<file path="src/rtl/prt_frame_tx.sv">
// Streams one stored frame from a PRT slot to the MAC, one byte per PRT read.
// Unanswered reads are retried until the stall limit, then the frame is terminated with an error byte.
module prt_frame_tx #(
  parameter int unsigned Index_Size = 1,
  parameter int unsigned Table_Size = 2,
  parameter int unsigned FrameSize  = 1518,
  parameter int unsigned TIMEOUT    = 1024
) (
  input  logic                  clk,
  input  logic                  reset,
  input  logic                  cmd_valid,
  input  logic [Index_Size-1:0] cmd_slot,
  output logic                  cmd_ready,
  output logic                  prt_start,
  output logic [Index_Size-1:0] prt_slot,
  output logic                  prt_req,
  input  logic                  prt_rsp_valid,
  input  logic [7:0]            prt_rsp_data,
  input  logic                  prt_rsp_last,
  output logic                  prt_inval,
  output logic                  tx_valid,
  output logic [7:0]            tx_data,
  output logic                  tx_last,
  output logic                  tx_err,
  input  logic                  tx_ready,
  output logic                  done,
  output logic [Index_Size-1:0] done_slot,
  output logic                  busy
);

  typedef enum logic [2:0] {IDLE, START, REQ, WAIT, SEND, ABORT} state_t;

  state_t                state, state_next;
  logic [Index_Size-1:0] slot;
  logic [7:0]            data_q;
  logic                  last_q;
  logic [10:0]           byte_cnt;
  logic [15:0]           stall_cnt;
  logic                  aborted;
  logic [10:0]           byte_inc;
  logic [15:0]           stall_inc;
  logic                  accept, capture, miss, sent;

  assign byte_inc  = byte_cnt + 11'd1;
  assign stall_inc = stall_cnt + 16'd1;

  always_ff @(posedge clk) begin
    if (reset) begin
      state     <= IDLE;
      slot      <= '0;
      data_q    <= '0;
      last_q    <= 1'b0;
      byte_cnt  <= '0;
      stall_cnt <= '0;
      aborted   <= 1'b0;
    end else begin
      state   <= state_next;
      // Marks every ABORT cycle after the first, so prt_inval fires exactly once.
      aborted <= (state == ABORT);
      if (accept) begin
        assert (32'(cmd_slot) < Table_Size);
        slot      <= cmd_slot;
        byte_cnt  <= '0;
        stall_cnt <= '0;
      end
      if (capture) begin
        data_q    <= prt_rsp_data;
        last_q    <= prt_rsp_last;
        stall_cnt <= '0;
      end
      if (miss) stall_cnt <= stall_inc;
      if (sent) byte_cnt <= byte_inc;
    end
  end

  always_comb begin
    state_next = state;
    cmd_ready  = 1'b0;
    prt_start  = 1'b0;
    prt_slot   = '0;
    prt_req    = 1'b0;
    prt_inval  = 1'b0;
    tx_valid   = 1'b0;
    tx_data    = '0;
    tx_last    = 1'b0;
    tx_err     = 1'b0;
    done       = 1'b0;
    done_slot  = '0;
    busy       = 1'b0;
    accept     = 1'b0;
    capture    = 1'b0;
    miss       = 1'b0;
    sent       = 1'b0;
    if (reset) begin
      cmd_ready = 1'b1;
    end else begin
      busy = (state != IDLE);
      unique case (state)
        IDLE: begin
          cmd_ready = 1'b1;
          if (cmd_valid) begin
            accept     = 1'b1;
            state_next = START;
          end
        end
        START: begin
          prt_start  = 1'b1;
          prt_slot   = slot;
          state_next = REQ;
        end
        REQ: begin
          prt_req    = 1'b1;
          state_next = WAIT;
        end
        WAIT: begin
          if (prt_rsp_valid) begin
            capture    = 1'b1;
            state_next = SEND;
          end else begin
            miss       = 1'b1;
            state_next = (32'(stall_inc) >= TIMEOUT) ? ABORT : REQ;
          end
        end
        SEND: begin
          tx_valid = 1'b1;
          tx_data  = data_q;
          tx_last  = last_q;
          if (tx_ready) begin
            sent = 1'b1;
            if (last_q) begin
              done       = 1'b1;
              done_slot  = slot;
              state_next = IDLE;
            end else if (32'(byte_inc) == FrameSize) begin
              state_next = ABORT;
            end else begin
              state_next = REQ;
            end
          end
        end
        ABORT: begin
          if (!aborted) begin
            prt_inval = 1'b1;
            prt_slot  = slot;
          end else begin
            tx_valid = 1'b1;
            tx_last  = 1'b1;
            tx_err   = 1'b1;
            if (tx_ready) begin
              done       = 1'b1;
              done_slot  = slot;
              state_next = IDLE;
            end
          end
        end
        default: state_next = IDLE;
      endcase
    end
  end

endmodule

</file>
<file path="config.mk">
export PLATFORM = sky130hd
export DESIGN_NAME = prt_frame_tx
export DESIGN_NICKNAME = d
export VERILOG_FILES = /design/src/rtl/prt_frame_tx.sv
export SDC_FILE = /design/constraint.sdc
export NUM_CORES = 1
export LEC_CHECK = 0
export BUFFER_PORTS_ARGS = -buffer_cell sky130_fd_sc_hd__buf_2
export CAP_MARGIN = 20
export CORE_MARGIN = 1.5
export CORE_UTILIZATION = 35
export DETAILED_ROUTE_END_ITERATION = 12
export HOLD_SLACK_MARGIN = 0.12
export REMOVE_ABC_BUFFERS = 1
export SLEW_MARGIN = 40
export SYNTH_ARGS = -nofsm -noshare
export SYNTH_HDL_FRONTEND = slang
export SYNTH_SLANG_ARGS = --single-unit
</file>
<file path="constraint.sdc">
create_clock -name clk -period 5.7 [get_ports clk]
set_clock_uncertainty 0.15 [all_clocks]
set_input_delay 0.855 -clock clk [delete_from_list [all_inputs] [get_ports clk]]
set_output_delay 0.855 -clock clk [all_outputs]
set_load 0.01 [all_outputs]
</file>
* Word-level counts from Yosys, hierarchy flattened
Cells that the tools add are included.
** Operators by class
- $lt $le $gt $ge :: 1
- Muxes and demuxes :: 59
- Add/subtract/negate cells :: 2
- Equality and inequality tests :: 10
- Reductions and logical operators :: 5
** Operators with widths (number)
- two-way mux 16 bit :: 3
- two-way mux 1 bit :: 38
- two-way mux 3 bit :: 8
- two-way mux 11 bit :: 2
- one-hot mux 3 bit (6 select lines) :: 1
- adder 16 x 1 -> 16 bit (second input constant) :: 1
- >= comparator 16 x 11 -> 1 bit (second input constant) :: 1
- two-way mux 8 bit :: 2
- adder 11 x 1 -> 11 bit (second input constant) :: 1
- == test 11 bit (second input constant) :: 1
- one-hot mux 1 bit (2 select lines) :: 5
- != test 2 bit (second input constant) :: 4
- == test 3 x 2 -> 1 bit (second input constant) :: 2
- == test 3 bit (second input constant) :: 2
- nonzero test 3 bit :: 2
- AND reduction 4 bit :: 1
- == test 3 x 1 -> 1 bit (second input constant) :: 1
- logical NOT 3 bit :: 1
- nonzero test 2 bit :: 1
** Storage, ports and cells
- Register bits after elaboration :: 41

* Longest topological paths before layout
- Depth in word-level cells :: 6
- Gate-level depth with buffers :: 8
- Mapped depth without buffers :: 7

* Worst setup path after synthesis
Ideal clock, no wire load.
- Path type :: input port to output port
- From :: in reset
- To :: out done_slot
- Arrival :: 1.857 ns
- Path buffers :: 1
- Cell stages on the path :: 3
- Setup slack :: 2.838 ns
- Cell sequence :: clkbuf_8 nor4b_1 and3_1
** On the way
- Longest elaborated chain between the ends :: 1
** Ends and longest elaborated chain
- start: declaration :: RTL line 10 : input logic reset,
- two-way mux 1 bit :: RTL line 94 : if (reset) begin
- end: declaration :: RTL line 27 : output logic [Index_Size-1:0] done_slot,
Every way passes these cells.

* Worst setup path after layout
- From :: in reset
- To :: out tx_data[1]
** On the way
- Longest elaborated chain between the ends :: 1
** Ends and longest elaborated chain
- two-way mux 8 bit :: RTL line 94
- end: declaration :: RTL line 22 : output logic [7:0] tx_data,
Every way passes these cells.

==> run metrics <==
final hold violations 0; Synth Cell Area 2340 sq um; status finished, violations left; Layout area overhead 12.2%; HPWL Detailed 3.65 mm; area of the multi-input gates 1400 sq um; DIE AREA 7180 sq um; total CTS buffers 5; Cells after Synth 302; WL final 5.23 mm; CP Buf/Inv Count 3; critical path class input pin to primary output; post-synth cell types 58; wire per inst 12.9 um; DR iter-0 viols 59; ANT cells 0; Fill cells 656; Critical Path Sink Type primary output; # DRC 1; final setup fails 0; site row count 29; Nets 346; syn_area_per_cell 7.75 sq um; Seq cells post-synth 41; placed inst area 2510 sq um; GRT Resource Usage Total 15.1%; Max Transition Viols Final 0; leakage power 1.00 nW; core region area 6420 sq um; TNS Setup 0 ps; # port buffers 33; Root Buffer clkbuf_8; worst hold stages 2; DRT Pass-1 Iters 8; initial core utilization 36.4%; Top Ports 34; Worst Path Max Fanout 39; Die H 84.8 um; final instance area 2630 sq um; fraction of layout cells with a size suffix above 1 17.9%; Worst R2R Start state[2]; vias in the first global route 1962; worst slack at placement 2460 ps; Crit path top cell by count buf_2; initial antenna violation count 0; Required @ worst endpoint 4700 ps; CP max stage delay 550 ps; global-route wire length before repair 8.85 mm; flop2flop setup slack 3110 ps; critical hold path startpoint data_q[1]; maxcap violations 0; Startpoint Class input pin; Peak VDD IR 0.000147 V; Max stage delay cell, worst path nor4b_1; Pwr Density 224 nW/um^2; TritonCTS clock tree done; H-tree depth 2; R2R depth 6; # Post-CTS Setup Buffers 0; Critical R2R Capture byte_cnt[9]; failing checks design-rule violations; Storage cell area 821 sq um; CTS Buffer Depth 2; actual slew at the worst max-slew pin 696 ps; fmax 309 MHz; largest net degree at the start of global routing 40; clock sinks 41; worst min-delay path class flip-flop to flip-flop; Yosys Warn Count 0; Post-CTS Resized 0; post-route ant nets 0; post-DR vias/cell 5.30; RSZ-0062 raised after global routing false; Clk Latency, worst-skew pair 300 ps; setup ws final 2460 ps; critical-path cell list buf_2, nor4b_1, buf_4, and2_1, buf_2; CTS Hold Bufs 0; Period minus WS final 3240 ps; Clock Pin Slew Worst Setup and Hold Paths 80 ps; Die Wd 84.8 um; DR vias 2152; crit path DAT 2230 ps; period utilization 56.8%; GR Overflow Total 0; GP Congestion 0.824; CP top delay family buffers and inverters; hold path endpoint data_q[1]; Max transition margin 53.6%; post-synthesis sequential area ratio 35.1%
cells in the mapped netlist (all sizes together):
cell type	count	area, sq um
or2	4	25.0
o22ai	1	6.26
o41ai	1	8.76
a21o	1	8.76
or3	3	25.0
o21bai	1	7.51
mux2	1	11.3
xor2	1	8.76
a41oi	1	8.76
and2	13	81.3
nand3b	3	22.5
a211o	1	8.76
a22oi	1	7.51
a221oi	1	8.76
ha	3	37.5
nor3b	1	7.51
nor4b	2	17.5
nor4	3	40.0
and4	2	18.8
mux2i	4	40.0
nand4b	2	17.5
a311oi	5	43.8
nand3	9	50.1
xnor2	7	61.3
a22o	1	8.76
a21oi	28	144
o221ai	1	8.76
clkbuf	9	63.8
o31ai	2	15.0
buf	6	35.0
dfxtp	41	821
nor3	7	40.0
o21ai	26	130
inv	6	22.5
nand2	43	169
nand2b	5	31.3
nor2	35	131
and3	8	56.3
a211oi	2	15.0
nand4	7	50.1
a31oi	3	18.8
nor2b	1	6.26
cell usage in the layout (no fill, tap or decap), types with 4 or more instances in the layout:
| cell | n |
|---|---|
| and2_1 | 12 |
| a21oi_1 | 27 |
| a311oi_1 | 5 |
| nor3_1 | 6 |
| or2_2 | 4 |
| clkbuf_8 | 6 |
| nand4_1 | 6 |
| and3_1 | 6 |
| nand3_1 | 8 |
| nand2b_1 | 5 |
| xnor2_1 | 7 |
| buf_2 | 33 |
| nor2_1 | 35 |
| o21ai_0 | 26 |
| dfxtp_1 | 41 |
| inv_1 | 6 |
| mux2i_1 | 4 |
| nand2_1 | 42 |
area by class of cell:
type	instances	share of cell area (%)
clock buffers	7	3.29
multi-input cells	240	53.2
well taps	77	3.67
repair buffers	34	6.57
clock inverters	1	1.14
inverters	6	0.858
flip-flops and latches	41	31.3
kinds of logic (layout without fill, tap and decap cells):
kind of cell	after synthesis	after routing	synth area share, %
AO/OA/AOI/OAI	76	76	19.2
XOR/XNOR	8	8	2.99
adder cells (fa/ha/maj)	3	3	1.60
buffers and inverters	21	48	5.19
flip-flops	41	41	35.1
multiplexers	5	5	2.19
AND/OR/NAND/NOR	148	148	33.7
where the power goes:
group / leakage, nW / switching (W) / internal, W
sequential: 0.331 / 0.00000594 / 0.000289
combinational: 0.616 / 0.0000288 / 0.0000178
clock: 0.0585 / 0.000103 / 0.000143
total: 1.00 / 0.000138 / 0.000450
flip-flops by register name, summed over array words and instances (netlist names):
register / flops
aborted: 1
byte_cnt: 11
data_q: 8
last_q: 1
slot: 1
stall_cnt: 16
state: 3
worst max-delay path by stage:
stage           from         end  slack, ps  cells after the start
3_5_place_dp   reset  tx_data[1]       2460                      5
5_1_grt        reset  tx_data[1]       2300                      5
2_1_floorplan  reset  tx_data[0]       2830                      2
4_1_cts        reset  tx_data[1]       2450                      5
3_3_place_gp   reset    tx_valid       2490                      5
6_report       reset  tx_data[1]       2460                      5
worst min-delay path: stages, from the launching register on:
cell	delay, ps
dfxtp_1	310
nand2_1	50
a21oi_1	50
per-stage QoR:
| stage | hold slack [ps] | cells | power [W] | util, % |
|---|---|---|---|---|
| global route | 330 | 406 | 0.000615 | 40.9 |
| finish | 302 | 406 | 0.000588 | 40.9 |
| global placement | 291 | 398 | 0.000348 | 39.1 |
| floorplan | 276 | 287 | 0.000328 | - |
| detailed placement | 296 | 398 | 0.000348 | 39.1 |
| CTS | 308 | 406 | 0.000594 | 40.9 |
routing by layer:
| layer | part of all wire, % | vias to the layer above | routed length [um] | global-route usage (%) |
|---|---|---|---|---|
| li1 | - | 1124 | - | - |
| met1 | 49 | 991 | 2570 | 18.8 |
| met2 | 47 | 33 | 2470 | 25.8 |
| met3 | 2.9 | 4 | 150 | 3.24 |
| met4 | 0.80 | 0 | 42 | 5.37 |
| met5 | 0 | - | 0 | 0 |
Power figures use the tool's default switching activity.
